===== src/rtl/fir_param.sv =====
// Parametrised direct-form FIR with serial coefficient load, sticky protocol error and
// selectable signed/unsigned arithmetic. Define FIR_SATURATE_EN to clamp the output instead of wrapping.
module fir_param #(
  parameter int unsigned DATA_W = 8,
  parameter int unsigned COEF_W = 8,
  parameter int unsigned NTAPS  = 5,
  parameter int unsigned OUT_W  = 16,
  parameter int unsigned SIGNED = 0
) (
  input  logic              clk,
  input  logic              reset,
  input  logic [DATA_W-1:0] data_in,
  input  logic              coef_enable,
  input  logic              sample_enable,
  output logic [OUT_W-1:0]  data_out,
  output logic              out_enable,
  output logic              coef_ready,
  output logic              error
);

  localparam int unsigned PROD_W = DATA_W + COEF_W;
  localparam int unsigned ACC_W  = PROD_W + $clog2(NTAPS);
  localparam int unsigned IDX_W  = $clog2(NTAPS);
  localparam logic [IDX_W-1:0] LAST_IDX = IDX_W'(NTAPS - 1);

  typedef enum logic [1:0] {
    S_LOAD = 2'd0,
    S_RUN  = 2'd1,
    S_ERR  = 2'd2
  } state_t;

  state_t state, state_nxt;

  logic [COEF_W-1:0] coef     [NTAPS];
  logic [DATA_W-1:0] hist     [NTAPS];
  logic [DATA_W-1:0] hist_nxt [NTAPS];
  logic [IDX_W-1:0]  idx, idx_nxt;
  logic [IDX_W-1:0]  coef_waddr;
  logic              coef_we;
  logic              sample_we;
  logic              load_done;
  logic              reload;
  logic              conflict;
  logic [ACC_W-1:0]  acc;
  logic [OUT_W-1:0]  y_c;

  assign conflict = coef_enable & sample_enable;

  function automatic logic [ACC_W-1:0] ext_x(input logic [DATA_W-1:0] v);
    if (SIGNED != 0) return ACC_W'($signed(v));
    else             return ACC_W'(v);
  endfunction

  function automatic logic [ACC_W-1:0] ext_c(input logic [COEF_W-1:0] v);
    if (SIGNED != 0) return ACC_W'($signed(v));
    else             return ACC_W'(v);
  endfunction

  // State register
  always_ff @(posedge clk or negedge reset) begin
    if (!reset) state <= S_LOAD;
    else        state <= state_nxt;
  end

  // Next-state logic; ERR is only left through reset
  always_comb begin
    state_nxt = state;
    case (state)
      S_LOAD: begin
        if (sample_enable)                           state_nxt = S_ERR;
        else if (coef_enable && (idx == LAST_IDX))   state_nxt = S_RUN;
      end
      S_RUN: begin
        if (conflict)         state_nxt = S_ERR;
        else if (coef_enable) state_nxt = S_LOAD;
      end
      S_ERR:   state_nxt = S_ERR;
      default: state_nxt = S_ERR;
    endcase
  end

  // Per-state action decode
  always_comb begin
    coef_we    = 1'b0;
    coef_waddr = idx;
    sample_we  = 1'b0;
    load_done  = 1'b0;
    reload     = 1'b0;
    idx_nxt    = idx;
    case (state)
      S_LOAD: begin
        if (coef_enable && !sample_enable) begin
          coef_we = 1'b1;
          if (idx == LAST_IDX) begin
            load_done = 1'b1;
            idx_nxt   = '0;
          end else begin
            idx_nxt = idx + IDX_W'(1);
          end
        end
      end
      S_RUN: begin
        if (coef_enable && !sample_enable) begin
          // Reload writes c[0] on the entry edge, so loading continues at index 1
          coef_we    = 1'b1;
          coef_waddr = '0;
          reload     = 1'b1;
          idx_nxt    = IDX_W'(1);
        end else if (sample_enable && !coef_enable) begin
          sample_we = 1'b1;
        end
      end
      default: ;
    endcase
  end

  // History including the incoming sample
  always_comb begin
    hist_nxt[0] = data_in;
    for (int k = 1; k < int'(NTAPS); k++) hist_nxt[k] = hist[k-1];
  end

  // Full-precision MAC; operands extended to ACC_W so the low ACC_W product bits are exact
  always_comb begin
    acc = '0;
    for (int k = 0; k < int'(NTAPS); k++) acc = acc + ext_x(hist_nxt[k]) * ext_c(coef[k]);
  end

  generate
    if (OUT_W >= ACC_W) begin : g_wide
      always_comb begin
        if (SIGNED != 0) y_c = OUT_W'($signed(acc));
        else             y_c = OUT_W'(acc);
      end
    end else begin : g_narrow
`ifdef FIR_SATURATE_EN
      localparam logic [OUT_W-1:0] SMIN = OUT_W'(1) << (OUT_W - 1);
      logic [ACC_W-OUT_W:0] hi;
      assign hi = acc[ACC_W-1:OUT_W-1];
      // Clamp when the discarded bits do not agree with the kept range
      always_comb begin
        y_c = acc[OUT_W-1:0];
        if (SIGNED != 0) begin
          if (!(&hi) && (|hi)) y_c = acc[ACC_W-1] ? SMIN : ~SMIN;
        end else if (|acc[ACC_W-1:OUT_W]) begin
          y_c = '1;
        end
      end
`else
      logic unused_acc_hi;
      assign unused_acc_hi = ^acc[ACC_W-1:OUT_W];
      always_comb y_c = acc[OUT_W-1:0];
`endif
    end
  endgenerate

  // Coefficient and history storage
  always_ff @(posedge clk or negedge reset) begin
    if (!reset) begin
      for (int k = 0; k < int'(NTAPS); k++) begin
        coef[k] <= '0;
        hist[k] <= '0;
      end
      idx <= '0;
    end else begin
      idx <= idx_nxt;
      if (coef_we) coef[coef_waddr] <= data_in[COEF_W-1:0];
      if (sample_we) begin
        for (int k = 0; k < int'(NTAPS); k++) hist[k] <= hist_nxt[k];
      end
    end
  end

  // Registered outputs
  always_ff @(posedge clk or negedge reset) begin
    if (!reset) begin
      data_out   <= '0;
      out_enable <= 1'b0;
      coef_ready <= 1'b0;
      error      <= 1'b0;
    end else begin
      out_enable <= sample_we;
      if (sample_we) data_out <= y_c;
      if (load_done)   coef_ready <= 1'b1;
      else if (reload) coef_ready <= 1'b0;
      error <= (state_nxt == S_ERR);
    end
  end

endmodule


===== config.mk =====
export PLATFORM = sky130hd
export DESIGN_NAME = fir_param
export DESIGN_NICKNAME = d
export VERILOG_FILES = /design/src/rtl/fir_param.sv
export SDC_FILE = /design/constraint.sdc
export NUM_CORES = 1
export LEC_CHECK = 0
export BUFFER_PORTS_ARGS = -buffer_cell sky130_fd_sc_hd__clkbuf_2
export CORE_MARGIN = 10
export CORE_UTILIZATION = 55
export CTS_BUF_LIST = sky130_fd_sc_hd__clkbuf_8
export CTS_CLUSTER_DIAMETER = 120
export DETAILED_ROUTE_END_ITERATION = 12
export PLACE_DENSITY = 0.71
export SETUP_SLACK_MARGIN = 0.05
export SLEW_MARGIN = 20
export SYNTH_ARGS = -nofsm -noshare
export SYNTH_HDL_FRONTEND = slang
export SYNTH_SLANG_ARGS = --single-unit

===== constraint.sdc =====
create_clock -name clk -period 17.16 [get_ports clk]
set_clock_uncertainty 0.05 [all_clocks]
set_input_delay 2.574 -clock clk [delete_from_list [all_inputs] [get_ports clk]]
set_output_delay 2.574 -clock clk [all_outputs]
set_load 0.01 [all_outputs]

== Word-level counts from Yosys, hierarchy flattened ==
Cells that the tools add are included.

* Register bits after elaboration: 96
* Latch bits: 0
* Bits in writable memories: 0
* Memory bits (read-only): 0
* Bits of input ports: 12
* Output and inout port bits: 19
* Logic and storage cells: 70
* Memories: 0

* $add $sub $neg: 5
* Multiply operators: 5
* Divide/modulo/power cells: 0
* $lt $le $gt $ge: 2
* Equality and inequality tests: 5
* Shift-type cells: 0
* Mux-type cells: 25
* Bitwise operators: 2
* Reductions and logical operators: 11

{| class="wikitable"
|+ Operators with widths
! operator !! number
|-
| multiplier 8 x 8 -> 16 bit || 5
|-
| adder 16 bit || 4
|-
| bitwise mux 40 bit || 1
|-
| demux 8 bit (select 3 bit) || 1
|-
| 2-to-1 mux 3 bit || 5
|-
| 2-to-1 mux 1 bit || 11
|-
| 2-to-1 mux 2 bit || 4
|-
| 2-to-1 mux 8 bit || 1
|-
| case mux 3 bit (2 select lines) || 1
|-
| greater-or-equal comparator 4 bit, second input constant || 1
|-
| logical AND 1 bit || 4
|-
| less-than comparator 4 x 1 -> 1 bit, second input constant || 1
|-
| != test 2 bit, second input constant || 2
|-
| NOT 3 -> 4 bit || 1
|-
| case mux 2 bit (2 select lines) || 1
|-
| nonzero test 2 bit || 2
|-
| adder 3 x 1 -> 3 bit, second input constant || 1
|-
| equality test 3 bit, second input constant || 1
|-
| AND reduction 3 bit || 1
|-
| equality test 2 x 1 -> 1 bit, second input constant || 1
|-
| equality test 2 bit, second input constant || 1
|-
| zero test 1 bit || 2
|-
| zero test 2 bit || 1
|-
| OR reduction 2 bit || 1
|-
| bitwise AND 1 bit || 1
|}

== Depth between registers and ports, before layout ==
Gate-level depths: netlist of the first run.

* Depth after elaboration: 10
* Mapped depth: 26
* Mapped depth without buffers: 25

== Worst setup path before layout of the first run ==
No wires, ideal clock.

* Kind: input -> register
* Start: input port data_in[2]
* End: register data_out[13]
* Library setup time: 0.136 ns
* Data arrival time: 8.352 ns
* Required time: 16.974 ns
* Setup slack: 8.622 ns
* Cell stages on the path: 22
* Buffers on the path: 1
* Path through: clkbuf_1 > nand2_1 > fa_1 > inv_1 > fa_1 > fa_1 > inv_1 > fa_1 > fa_1 > inv_1 > fa_1 > fa_1 > inv_1 > fa_1 > inv_1 > ha_1 > or3_1 > o22ai_1 > o21ai_1 > a31oi_1 > xor2_1 > o21ai_0

* Longest elaborated chain between the ends: 5

{| class="wikitable"
|+ Ends and longest elaborated chain
! item !! RTL line !! RTL
|-
| start: declaration || 12 || <nowiki>input logic [DATA_W-1:0] data_in,</nowiki>
|-
| multiplier 8 x 8 -> 16 bit || 126 || <nowiki>for (int k = 0; k < int'(NTAPS); k++) acc = acc + ext_x(hist_nxt[k]) * ext_c(coef[k]);</nowiki>
|-
| adder 16 bit (4 in series) || 126 ||
|-
| end signal: assignment || 183 || <nowiki>if (sample_we) data_out <= y_c;</nowiki>
|-
| end: declaration || 15 || <nowiki>output logic [OUT_W-1:0] data_out,</nowiki>
|}

No other way between the ends.
A chain may end at the register's enable or synchronous reset.

== Worst setup path in the final report of the first run ==
* Start: input port data_in[3]
* End: register data_out[13]

Same word-level chain as after synthesis.

==> summary.md, run 1 <==
| Metric | Value |
|---|---|
| Outcome | complete, no violations |
| Yosys top cell area share | a little under two fifths |
| Yosys reg bits | 96 |
| Hold buffer count at CTS | 0 |
| Normalized max-slew margin | 34.5% |
| Critical Path, Cell by Cell | clkbuf_2 -> nand2_1 -> fa_1 -> inv_1 -> fa_1 -> fa_1 -> inv_1 -> fa_1 -> inv_1 -> fa_1 -> fa_1 -> fa_1 -> inv_1 -> fa_1 -> inv_1 -> ha_1 -> or3_1 -> o22ai_1 -> o21ai_1 -> a31oi_1 -> xor2_1 -> o21ai_0 |
| RR Startpoint | coef[36]$_DFFE_PN0P_ |
| Synth area leader | fa_1 |
| WHS Endpoint | data_out[1]$_DFFE_PN0P_ |
| Routed Antenna Nets | 0 |
| Routed vias/inst | around 5.3 |
| Post-CTS Setup Bufs | 0 |
| Initial core utilization | 56.2% |
| Initial antenna violation count | 0 |
| Count leader, synth | inv_1 |
| Fin crit period | 8.69 ns |
| Comb power frac | 6.5% |
| Clock Sinks | 96 |
| Area of the mapped netlist | 14700 um2 |
| Met3 Resource Use GR | under 10% |
| Post-synth ARST share | between 90% and 100% |
| Met2 global-route usage | 36.3% |
| Die Y | approximately 180 um |
| Design Area, Final | 15300 um2 |
| Post-Syn Nets | approximately 2000 |
| Hold_sp | data_out[1]$_DFFE_PN0P_ |
| Critical-path maximum fanout | 14 |
| Worst path most repeated cell | fa_1 |
| Power Internal | 307 uW |
| Final WL | 34700 um |
| TritonCTS clock tree | yes |
| DR iter-0 viols | about 520 |
| Congestion Overflow GR | 0 |
| Yosys warning total | 0 |
| Longest Clk Path Bufs | 2 |
| Die area | roughly 34000 um2 |
| Final hold viol count | 0 |
| GR Util met1 | 28.7% |
| Depth of the worst register-to-register path | 21 |
| Sequential fraction of the synthesis area | 16.3% |
| Worst EP required | 17.37 ns |
| GR peak layer | met2 |
| RSZ-0062 raised after global routing | false |
| Core area | ~26000 um2 |
| Dpl hpwl | between 20000 and 30000 um |
| Worst hold-check path type | reg -> reg |
| Cell count of the worst hold path | 2 |
| Max stage delay on crit path | 0.57 ns |
| DR WL/cell | 18.5 um |
| Initial DRT Pass Iterations | 4 |
| NetSw | 129 uW |
| Worst path slowest cell | fa_1 |
| Power share of the clock group | between 30% and 40% |
| Worst setup margin | 8.47 ns |
| Worst-skew pair later-pin latency | about 0.40 ns |
| RePlAce Congestion | 0.870 |
| ANT cells | 0 |
| F_max | 0.115 GHz |
| Chip width | between 150 and 200 um |
| Clock transition at path regs | 0.12 ns |
| Peak VDD IR | 29.0 uV |
| Overall Power | ~440 uW |
| Slew Viols, Final | 0 |
| CP Launch Type | primary input |
| Final setup vio count | 0 |
| Via count | around 10000 |
| Vias in the first global route | 10827 |
| Layout cell share with drive strength beyond 1 | 5.70% |
| Final period utilization | 50.6% |
| DRC viols | 0 |
| CTS Root Cell | clkbuf_8 |
| Num ports | 31 |
| H-tree depth | 3 |
| Num CTS Buffers | 9 |
| Seq pwr share | 54.7% |
| Ys flop type | dfrtp_1 |
| Leak | 8.22 nW |
| FF+latch area | 2400 um2 |
| Sw Ratio | 29.6% |
| Slew @ Worst Pin | about 1 ns |
| Crit. End Element | register |
| Flop2flop setup slack | 10.35 ns |
| Worst Setup Path Type | in -> reg |
| Total Routing Usage GR | 22.1% |
| Largest net degree at the start of global routing | 60 |
| Layout area overhead | 4.09% |
| Post-synthesis cell count | 1544 |
| Layout fillers | 2281 |
| First-pass GRT wire length | 58000 um |
| Arr. time, crit path | 8.89 ns |
| Post-Route Setup TNS | 0 ns |
| Top cells by count, synth | inv_1, fa_1, nand2_1, and2_1, ha_1 |
| Power Density | 28.4 nW/um2 |
| Max_cap viols | 0 |
| Synthesized area per cell | about 9.5 um2 |
| Synth top area cells | fa_1, dfrtp_1, ha_1 |
| Yosys cell types | 39 |
| Post-synth EDFFs | 0 |
| Place WS | 8.06 ns |
| Rows | 59 |
| Reg2reg end | data_out[13]$_DFFE_PN0P_ |
| PortBufs | 30 |
| Placed cell areas | 15100 um2 |
| Final #Nets | 1972 |
| Post-CTS Resized | 0 |
| Multi-input logic area | 10700 um2 |
-- routing by layer --
layer  part of all wire, %  up-vias
li1                      -     4468
met1                    42     5171
met2                    48      274
met3                   5.9       67
met4                   3.4        0
met5                     0        -
-- placed cells by master, fill, tap and decap left out, drive strengths merged, types with 7 or more instances in the layout --
cell type,Yosys,routed
fa,280,280
xor2,7,7
and2,199,199
a21oi,7,7
clkbuf,43,38
dfrtp,96,96
ha,140,140
mux2,41,41
xnor2,17,17
nand2,242,242
o21ai,20,20
inv,394,397
nor2,12,12
-- how the worst max path moves through the flow --
stage                           from                       end  slack, ns
after global placement    data_in[3]  data_out[13]$_DFFE_PN0P_       8.25
after detailed placement  data_in[3]  data_out[13]$_DFFE_PN0P_       8.06
after global routing      data_in[0]  data_out[13]$_DFFE_PN0P_       8.19
final                     data_in[3]  data_out[13]$_DFFE_PN0P_       8.47
after CTS                 data_in[3]  data_out[13]$_DFFE_PN0P_       8.49
after floorplan           data_in[2]  data_out[13]$_DFFE_PN0P_       8.62
-- state kept, by name, summed over array words and instances (netlist names) --
name,flops
coef_ready,1
error,1
hist,32
out_enable,1
coef,40
data_out,16
idx,3
state,2
-- cell type report --
class                   instances  area share [%]
clock inverters                 6           0.457
flip-flops and latches         96            15.7
clock buffers                   9           0.808
inverters                     394            9.65
multi-input cells            1006            69.5
well taps                     335            2.73
repair buffers                 33            1.14
-- power groups by stage --
| stage | Clock (mW) | Combinational (mW) | Sequential (mW) |
|---|---|---|---|
| floorplan | 0 | 0.0165 | 0.237 |
| global placement | 0 | 0.0276 | 0.242 |
| detailed placement | 0 | 0.0285 | 0.242 |
| CTS | 0.172 | 0.0286 | 0.238 |
| global route | 0.180 | 0.0319 | 0.239 |
| finish | 0.169 | 0.0282 | 0.238 |
-- critical path: cells and delay by family --
kind	cells	cell delay (ns)
XOR/XNOR	1	0.15
buffers and inverters	6	0.61
AND/OR/NAND/NOR	2	0.54
AO/OA/AOI/OAI	4	0.63
adder cells (fa/ha/maj)	9	4.38
-- through the flow --
stage	std cells	hold WS, ns	utilization, %
2_1_floorplan	1544	0.459	-
3_3_place_gp	1864	0.409	57.8
3_5_place_dp	1864	0.413	57.8
4_1_cts	1879	0.442	58.5
5_1_grt	1879	0.467	58.5
6_report	1879	0.435	58.5
-- logic make-up (layout without fill, tap and decap cells) --
logic type | after synthesis | count (layout) | synth area share, %
adders and majority gates | 420 | 420 | 49.9
buffers and inverters | 442 | 442 | 11.3
DFF | 96 | 96 | 16.3
muxes | 41 | 41 | 3.13
and+or+nand+nor | 473 | 473 | 15.9
xor gates and xnor gates | 24 | 24 | 1.43
AOI/OAI and AO/OA | 48 | 48 | 1.97
No activity file was read; power rests on OpenSTA's default activity.
==> run 2: changes to the inputs <==
- ABC_AREA: default -> 1
- PLACE_DENSITY: 0.71 -> 0.74
- clock period: 17.16 -> 7.3 ns (I/O delays scaled with it)
==> run 2 against run 1 <==
Effect of this change:
- sequential power rose by 140%
- clock power is 140% higher
- final cell count is 20% higher
==> summary.md, run 2 <==
| Metric | Value |
|---|---|
| Clock Sinks | 96 |
| DRC viols | 0 |
| Yosys warning total | 0 |
| Routed vias/inst | 4.97 |
| WHS Endpoint | data_out[7]$_DFFE_PN0P_ |
| H-tree depth | 3 |
| RePlAce Congestion | 0.924 |
| Die Y | 187 um |
| Fin crit period | 6.78 ns |
| Final hold viol count | 0 |
| Post-CTS Resized | 0 |
| Synthesized area per cell | 7.99 um2 |
| Leak | slightly below 10 nW |
| Sequential fraction of the synthesis area | 15.6% |
| Buf/Inv on CP | 6 |
| Final WL | 35600 um |
| Worst path slowest cell | fa_1 |
| Final #Nets | 2311 |
| Rows | 61 |
| Crit. End Element | register |
| RR Startpoint | hist[18]$_DFFE_PN0P_ |
| PortBufs | 30 |
| Met3 Resource Use GR | 4.05% |
| Yosys top cell area share | 36.4% |
| Post-synthesis cell count | around 1900 |
| First-pass GRT wire length | 59700 um |
| Biggest register | coef |
| Most frequent cells in the layout | inv_1, nand2_1, fa_1 |
| Slew @ Worst Pin | 0.807 ns |
| Post-Route Setup TNS | 0 ns |
| Hold_sp | data_out[7]$_DFFE_PN0P_ |
| Biggest regs | coef (40), hist (32), data_out (16) |
| Worst Setup Path Type | in -> reg |
| Synth area leader | fa_1 |
| Max_cap viols | 0 |
| Clock transition at path regs | 0.12 ns |
| Via count | 11242 |
| Synth top area cells | fa_1, dfrtp_1, inv_1 |
| CP Launch Point | data_in[3] |
| Flop2flop setup slack | 0.78 ns |
| Cell count of the worst hold path | 2 |
| CTS Root Cell | clkbuf_8 |
| F_max | 0.148 GHz |
| Design Area, Final | 15900 um2 |
| CP Launch Type | primary input |
| Hold buffer count at CTS | 0 |
| ANT cells | 0 |
| Arr. time, crit path | ~7.0 ns |
| Worst hold-check path type | reg -> reg |
| Hold_ws | around 0.44 ns |
| Die area | 35000 um2 |
| Longest Clk Path Bufs | 2 |
| Post-synth EDFFs | 0 |
| Placed Cells | 2246 |
| Final period utilization | 92.8% |
| Max reg flops | 40 |
| Post-synth ARST share | 100% |
| Yosys cell types | 31 |
| Depth of the worst register-to-register path | 20 |
| Fin cells | 2262 |
| Layout area overhead | 3.41% |
| Dpl hpwl | between 20000 and 30000 um |
| Post-CTS Setup Bufs | 0 |
| Most common cell after layout, fill and taps aside | inv_1 |
| Final setup vio count | 0 |
| Power Density | 134 nW/um2 |
| Critical Path, Cell by Cell | clkbuf_2 -> nand2_1 -> fa_1 -> inv_1 -> fa_1 -> fa_1 -> inv_1 -> fa_1 -> inv_1 -> fa_1 -> fa_1 -> fa_1 -> inv_1 -> fa_1 -> inv_1 -> ha_1 -> a21oi_1 -> o21bai_1 -> nand2_1 -> nand3_1 -> or2_2 -> nand3_1 -> nand2_1 |
| Yosys reg bits | 96 |
| RSZ-0062 raised after global routing | false |
| Routed Antenna Nets | 0 |
| Max stage delay on crit path | 0.58 ns |
| Congestion Overflow GR | 0 |
| Reg2reg end | data_out[14]$_DFFE_PN0P_ |
| Slew Viols, Final | 0 |
| Worst-skew pair later-pin latency | around 0.42 ns |
| GR Util met1 | 26.3% |
| Critical-path maximum fanout | 9 |
| Outcome | complete, no violations |
| Area of the mapped netlist | 15400 um2 |
| Chip width | 187 um |
| TritonCTS clock tree | yes |
| Placed cell areas | 15700 um2 |
| Cell family contributing the most delay on the critical path | adder cells |
| Peak VDD IR | 150 uV |
| Met2 global-route usage | 36.5% |
| Initial core utilization | 55.5% |
| Layout cell share with drive strength beyond 1 | 3.93% |
| Post-layout util | 57.4% |
| Largest net degree at the start of global routing | 60 |
| Worst path most repeated cell | fa_1 |
| Initial antenna violation count | 0 |
| Normalized max-slew margin | 46.2% |
| Vias in the first global route | roughly 12000 |
| Worst EP required | 7.56 ns |
| Ys flop type | dfrtp_1 |
| Num ports | 31 |
| Top cells by count, synth | inv_1, nand2_1, fa_1, ha_1, dfrtp_1 |
| Total Routing Usage GR | 21.2% |
| Post-Syn Nets | around 2400 |
| Num CTS Buffers | 9 |
| Count leader, synth | inv_1 |
| DR iter-0 viols | 816 |
| GR peak layer | met2 |
| Initial DRT Pass Iterations | 5 |
| DR WL/cell | 15.7 um |
| Core area | 27700 um2 |
## run 2: cell count changes in the layout (fill, tap and decap cells not counted), moves of 5 or more
| cell | change |
|---|---|
| and2_1 | -199 |
| buf_4 | +6 |
| inv_1 | +241 |
| mux2_2 | -38 |
| nand2_1 | +260 |
| nand2_2 | +5 |
| nand3_1 | +13 |
| nor2_1 | +9 |
| o21ai_0 | +36 |
| o21ai_1 | +25 |
| xnor2_1 | -11 |
| xor2_1 | -5 |
## run 2: worst max-delay path by stage
stage	endpoint	slack (ns)	cells past startpoint
final	data_out[14]$_DFFE_PN0P_	0.52	23
after global routing	data_out[15]$_DFFE_PN0P_	0.22	25
after CTS	data_out[14]$_DFFE_PN0P_	0.52	23
after detailed placement	data_out[14]$_DFFE_PN0P_	0.09	23
after global placement	data_out[14]$_DFFE_PN0P_	0.21	23
after floorplan	data_out[14]$_DFFE_PN0P_	0.41	23
## run 2: worst reg2reg max path, cell delays in order (launching register included)
cell and delay, ns:
dfrtp_1 0.62, nand2_1 0.15, fa_1 0.58, fa_1 0.45
fa_1 0.51, fa_1 0.51, inv_1 0.06, fa_1 0.62
fa_1 0.46, fa_1 0.49, inv_1 0.05, fa_1 0.47
inv_1 0.04, ha_1 0.36, a21oi_1 0.22, nand2_1 0.16
nand3_1 0.12, nand3_1 0.10, or2_2 0.28, nand3_1 0.07
nand2_1 0.06
## run 2: kinds of logic after synthesis
group | after synthesis | synth area share (%)
buffers and inverters | 735 | 18.0
adders and majority gates | 420 | 47.8
xor gates and xnor gates | 8 | 0.456
DFF | 96 | 15.6
and+or+nand+nor | 559 | 14.4
AOI/OAI and AO/OA | 106 | 3.68
## run 2: routing by layer
layer | routed length (um) | share of wire (%)
met1 | 14200 | 40
met2 | 17900 | 50
met3 | 2360 | 6.6
met4 | 1140 | 3.2
met5 | 0 | 0
## run 2: final cells by class
type                       instances  area [um2]
fill                            2524       11800
timing repair buffer              39         220
inverter                         640        2400
clock inverter                     6        57.6
sequential                        96        2400
clock buffer                      10         138
multi-input combinational       1093       10200
tap                              378         473
## run 2: report_power, final
group	internal, mW	total (mW)	switching, mW
clock	0.143	0.402	0.260
sequential	0.543	0.576	0.0325
combinational	0.435	1.16	0.721
total	1.12	2.13	1.01
## run 2: stage by stage
stage | setup slack (ns) | power [mW]
after floorplan | 0.406 | 1.40
after global placement | 0.207 | 1.71
after detailed placement | 0.0865 | 1.73
after CTS | 0.521 | 2.13
after global routing | 0.224 | 2.32
final | 0.523 | 2.13
